$ cat src/rtl/ovl_win_check_mc.sv
// Multi-channel window checker: each channel watches its slice of test_expr between start/end events.
// Latency: fire/err_code are registered one cycle after the deciding sample; viol_count follows fire by one cycle.
// Backpressure: none; enable=0 freezes every channel in place.
module ovl_win_check_mc #(
  parameter int WIDTH    = 4,
  parameter int CHANNELS = 2,
  parameter int MODE     = 0,
  parameter int MAX_WIN  = 8,
  parameter int CNT_W    = 8
) (
  input  logic                      clock,
  input  logic                      reset,
  input  logic                      enable,
  input  logic [CHANNELS-1:0]       start_event,
  input  logic [CHANNELS-1:0]       end_event,
  input  logic [CHANNELS*WIDTH-1:0] test_expr,
  output logic [CHANNELS-1:0]       fire,
  output logic [2*CHANNELS-1:0]     err_code,
  output logic [CHANNELS-1:0]       win_open,
  output logic [CNT_W-1:0]          viol_count
);

  localparam int TMR_W = (MAX_WIN > 0) ? $clog2(MAX_WIN + 1) : 1;
  localparam int PW    = $clog2(CHANNELS + 1);
  localparam int SUM_W = CNT_W + PW;

  typedef enum logic {IDLE = 1'b0, OPEN = 1'b1} state_t;

  logic [CHANNELS-1:0]   fire_nxt;
  logic [2*CHANNELS-1:0] err_nxt;

  for (genvar i = 0; i < CHANNELS; i++) begin : g_ch
    state_t             state_q, state_d;
    logic [WIDTH-1:0]   ref_q, ref_d;
    logic [TMR_W-1:0]   tmr_q, tmr_d;
    logic               chg_q, chg_d;
    logic [WIDTH-1:0]   sample;
    logic               mismatch;
    logic [TMR_W-1:0]   tmr_inc;
    logic               tmo;
    logic               fire_c;
    logic [1:0]         err_c;

    assign sample   = test_expr[i*WIDTH +: WIDTH];
    assign mismatch = (sample != ref_q);
    assign tmr_inc  = tmr_q + 1'b1;
    assign tmo      = (MAX_WIN > 0) && (tmr_inc == TMR_W'(MAX_WIN));

    always_ff @(posedge clock) begin
      if (reset) begin
        state_q <= IDLE;
        ref_q   <= '0;
        tmr_q   <= '0;
        chg_q   <= 1'b0;
      end else begin
        state_q <= state_d;
        ref_q   <= ref_d;
        tmr_q   <= tmr_d;
        chg_q   <= chg_d;
      end
    end

    // Priority inside an open window: value violation, then close, then timeout.
    always_comb begin
      state_d = state_q;
      ref_d   = ref_q;
      tmr_d   = tmr_q;
      chg_d   = chg_q;
      fire_c  = 1'b0;
      err_c   = 2'b00;
      case (state_q)
        IDLE: begin
          if (enable && start_event[i]) begin
            ref_d   = sample;
            tmr_d   = '0;
            chg_d   = 1'b0;
            state_d = OPEN;
          end
        end
        OPEN: begin
          if (enable) begin
            if (MODE == 0 && mismatch) begin
              fire_c  = 1'b1;
              err_c   = 2'b01;
              state_d = IDLE;
            end else if (end_event[i]) begin
              if (MODE != 0 && !(chg_q || mismatch)) begin
                fire_c = 1'b1;
                err_c  = 2'b11;
              end
              state_d = IDLE;
            end else if (tmo) begin
              fire_c  = 1'b1;
              err_c   = 2'b10;
              state_d = IDLE;
            end else begin
              tmr_d = (MAX_WIN > 0) ? tmr_inc : tmr_q;
              chg_d = chg_q | mismatch;
            end
          end
        end
        default: state_d = IDLE;
      endcase
    end

    assign fire_nxt[i]        = fire_c;
    assign err_nxt[2*i +: 2]  = err_c;
    assign win_open[i]        = (state_q == OPEN);
  end

  logic [PW-1:0]    pop;
  logic [SUM_W-1:0] sum;
  localparam logic [SUM_W-1:0] SAT = SUM_W'({CNT_W{1'b1}});

  always_comb begin
    pop = '0;
    for (int k = 0; k < CHANNELS; k++) pop = pop + PW'(fire[k]);
  end

  assign sum = SUM_W'(viol_count) + SUM_W'(pop);

  always_ff @(posedge clock) begin
    if (reset) begin
      fire       <= '0;
      err_code   <= '0;
      viol_count <= '0;
    end else begin
      fire       <= fire_nxt;
      err_code   <= err_nxt;
      viol_count <= (sum > SAT) ? {CNT_W{1'b1}} : sum[CNT_W-1:0];
    end
  end

endmodule

$ cat config.mk
export PLATFORM = sky130hd
export DESIGN_NAME = ovl_win_check_mc
export DESIGN_NICKNAME = d
export VERILOG_FILES = /design/src/rtl/ovl_win_check_mc.sv
export SDC_FILE = /design/constraint.sdc
export NUM_CORES = 1
export LEC_CHECK = 0
export CAP_MARGIN = 20
export CORE_MARGIN = 3
export CORE_UTILIZATION = 30
export DETAILED_ROUTE_END_ITERATION = 12
export GPL_TIMING_DRIVEN = 1
export PLACE_DENSITY_LB_ADDON = 0.3
export SETUP_SLACK_MARGIN = 0.3
export SLEW_MARGIN = 40
export SYNTH_ARGS = -nofsm -noshare
export SYNTH_HDL_FRONTEND = slang
export SYNTH_SLANG_ARGS = --single-unit
$ cat constraint.sdc
create_clock -name clock -period 2.4 [get_ports clock]
set_input_delay 0.48 -clock clock [delete_from_list [all_inputs] [get_ports clock]]
set_output_delay 0.48 -clock clock [all_outputs]
set_load 0.01 [all_outputs]
==> reports/results.ini <==
[global_route]
overflow = 0
grt_pass1_wl_um = 5161
grt_usage = 0.1124
grt_max_degree = 16
antenna_found_initial = 0
grt_pass1_vias = 1074

[floorplanning]
die_area_um2 = 5871
fp.coreArea_um2 = 4786
initial_core_util = 0.3127
die_h_um = 76.63
io_pins = 31
row_count = 25
die_w_um = 76.63

[worst_setup_path]
path_delay_family = simple AND/OR/NAND/NOR gates
crit_chain = clkdlybuf4s50_1 -> xnor2_1 -> nand4_2 -> or4b_4 -> mux2_4 -> nor2_2
start_kind = primary input
cp-end-kind = flip-flop
startpoint = test_expr[0]
cp.required_ns = 2.62
path_max_fanout = 6
crit_arrival_ns = 2.22
max_stage_delay_ns = 0.58
reg2reg_from = g_ch[1].tmr_q[3]$_SDFFE_PP0P_
path_buf_inv = 1
crit_type = primary input to flip-flop
crit_slowest_cell = or4b_4

[synth]
synth_cell_types = 35
ys.flop_type = dfxtp_1
synth_area_um2 = 1496
ys_ff_latch = 32
synth_edf_count = 0
syn-num-nets = 179
yosysWarnings = 0
synth_area_leaders = dfxtp_1 43%, mux2i_1 5.4%, xnor2_1 4.7%, nand3_1 4.3%, nor2_1 3.8%
async_flop_share = 0
avgSynthCellArea_um2 = 9.353
synthCells = 160
netlist.area_leader.share = 0.4281
yosysTopAreaCell = dfxtp_1
ys_seq_area_frac = 0.4281

[run]
cap_violations = 0

[route]
first_iter_violations = 70
firstDrtPassIters = 4
drt-total-wl_um = 3075
antenna_left = 0
drt-vias-per-instance = 4.653
wl_per_cell_um = 11.60
drc_errors = 0
via_count = 1233

[clocking]
post-cts-setup-buffer-count = 0
ctsHtreeMaxLevel = 2
cts_buffer_depth = 2
hold_buffers = 0
cts_tree = yes
cts_num_sinks = 32
path_clk_slew_ns = 0.07
cts-root-buf = clkbuf_8
numCtsBuffers = 5
clk_latency_ns = 0.28

[sta]
fin_crit_ns = 2.005
finalSetupTns_ns = 0
finClkSkew_ns = 0.008545
finalCritPeriodShare = 0.8354
report.final.slew_viol_count = 0
slew_headroom = 0.5722
rsz0062_at_grt = no
hold_viol = 0
setup_violations = 0
worstMarginPinSlew_ns = 0.6397
fmax_ghz = 0.4988

[placed_design]
io_buffers = 30
gp_congestion = 0.7553
place_hpwl_um = 2280
dp.cells = 258

[power_and_ir_drop]
leakage_nw = 0.8082
p_per_area_nw_per_um2 = 515.9
ir_drop_mv = 0.3035

[layout]
drive_gt1_frac = 0.1364
nets = 217
final_cells = 265
area_growth_pct = 34.20
diodes = 0

[status]
status = complete, no violations

[worst_hold_path]
holdCritPathClass = primary input to flip-flop
hp-start = test_expr[5]

flip-flops by register name (all words and copies together) (netlist names):
| signal | cells |
|---|---|
| err_code | 4 |
| fire | 2 |
| g_ch.ref_q | 8 |
| g_ch.state_q | 2 |
| g_ch.tmr_q | 8 |
| viol_count | 8 |
per-stage QoR:
step	cell area, µm²	setup slack [ns]	hold WS [ns]	utilization	total power [W]
floorplan	1496	0.5287	0.4746	-	0.0006164
CTS	1993	0.3011	0.5147	0.4165	0.001053
finish	2008	0.3950	0.5109	0.4196	0.001036
detailed placement	1912	-0.008230	0.5056	0.3995	0.0006695
global placement	1912	0.01932	0.4988	0.3995	0.0006691
global route	2008	0.2993	0.5339	0.4196	0.001091
final timing paths:
path,endpoint,depth (start not counted),slack (ns)
max,g_ch[0].tmr_q[0]$_SDFFE_PP0P_,6,0.40
min,g_ch[1].ref_q[1]$_SDFFE_PP0P_,3,0.51
max reg2reg,g_ch[1].tmr_q[3]$_SDFFE_PP0P_,6,0.65
min reg2reg,g_ch[0].tmr_q[3]$_SDFFE_PP0P_,2,0.52
synth_stat cells (3+ instances only):
cell type,number
nor3b_1,6
nand3_1,13
a21oi_1,10
nand2_1,4
mux2i_1,8
xnor2_1,8
and3_1,4
ha_1,3
nand4_1,4
nor2_1,15
clkbuf_1,5
nor3_1,4
o21ai_0,4
dfxtp_1,32
inv_1,7
repair_timing:
action	CTS	global route
pin swaps	0	2
resized for setup	1	5
setup endpoints to repair	2	6
gates cloned	0	0
layout make-up:
cell class | instances | area [µm²]
Fill cell | 483 | 2778
Multi-Input combinational cell | 112 | 797.0
Sequential cell | 32 | 640.6
Timing Repair Buffer | 40 | 382.9
Tap cell | 67 | 83.83
Clock buffer | 6 | 72.57
Inverter | 7 | 26.28
Clock inverter | 1 | 5.005
cell usage in the layout (no fill, tap or decap), types with 2 or more instances in the layout:
master / Yosys / final
or4b_4: 0 / 2
buf_4: 2 / 10
o41ai_1: 2 / 2
clkbuf_8: 0 / 5
inv_1: 7 / 7
nor4b_1: 2 / 2
and3b_1: 2 / 2
nand2_1: 4 / 4
nor3b_1: 6 / 6
nand4_1: 4 / 4
a21oi_1: 10 / 9
a31oi_1: 2 / 2
a21o_1: 2 / 2
nand3b_1: 2 / 2
ha_1: 3 / 3
o2111ai_1: 2 / 2
a21boi_1: 2 / 2
nor2_1: 15 / 15
dfxtp_1: 32 / 32
mux2i_1: 8 / 8
dlymetal6s2s_1: 0 / 3
xnor2_1: 8 / 8
or3b_2: 2 / 2
o21ai_0: 4 / 4
nor3_1: 4 / 4
and3_1: 4 / 4
nand3_1: 13 / 13
clkdlybuf4s50_1: 0 / 27
o211ai_2: 2 / 2
where the power goes:
| part | switching [W] | internal (W) |
|---|---|---|
| registers | 0.00000936 | 0.000543 |
| clock network | 0.000183 | 0.000197 |
| logic | 0.0000462 | 0.0000586 |
| total | 0.000238 | 0.000798 |
tightest hold or removal path, cell delays in order:
cell	delay [ns]
dlymetal6s2s_1	0.12
mux2i_1	0.08
nor2_1	0.07
layer usage:
layer	vias up	global-route usage	wire (µm)
met3	4	0.03783	123
met5	-	0	0
li1	642	-	-
met1	564	0.1485	1551
met4	0	0.05435	67
met2	23	0.1634	1333
cell families after synthesis:
| group | share of synthesized area |
|---|---|
| AND/OR/NAND/NOR | 0.2391 |
| flip-flops | 0.4281 |
| AO/OA/AOI/OAI | 0.1204 |
| buffers and inverters | 0.04682 |
| XOR/XNOR | 0.06355 |
| multiplexers | 0.06354 |
| adder cells (fa/ha/maj) | 0.03846 |
(Power assumes the default switching activity.)
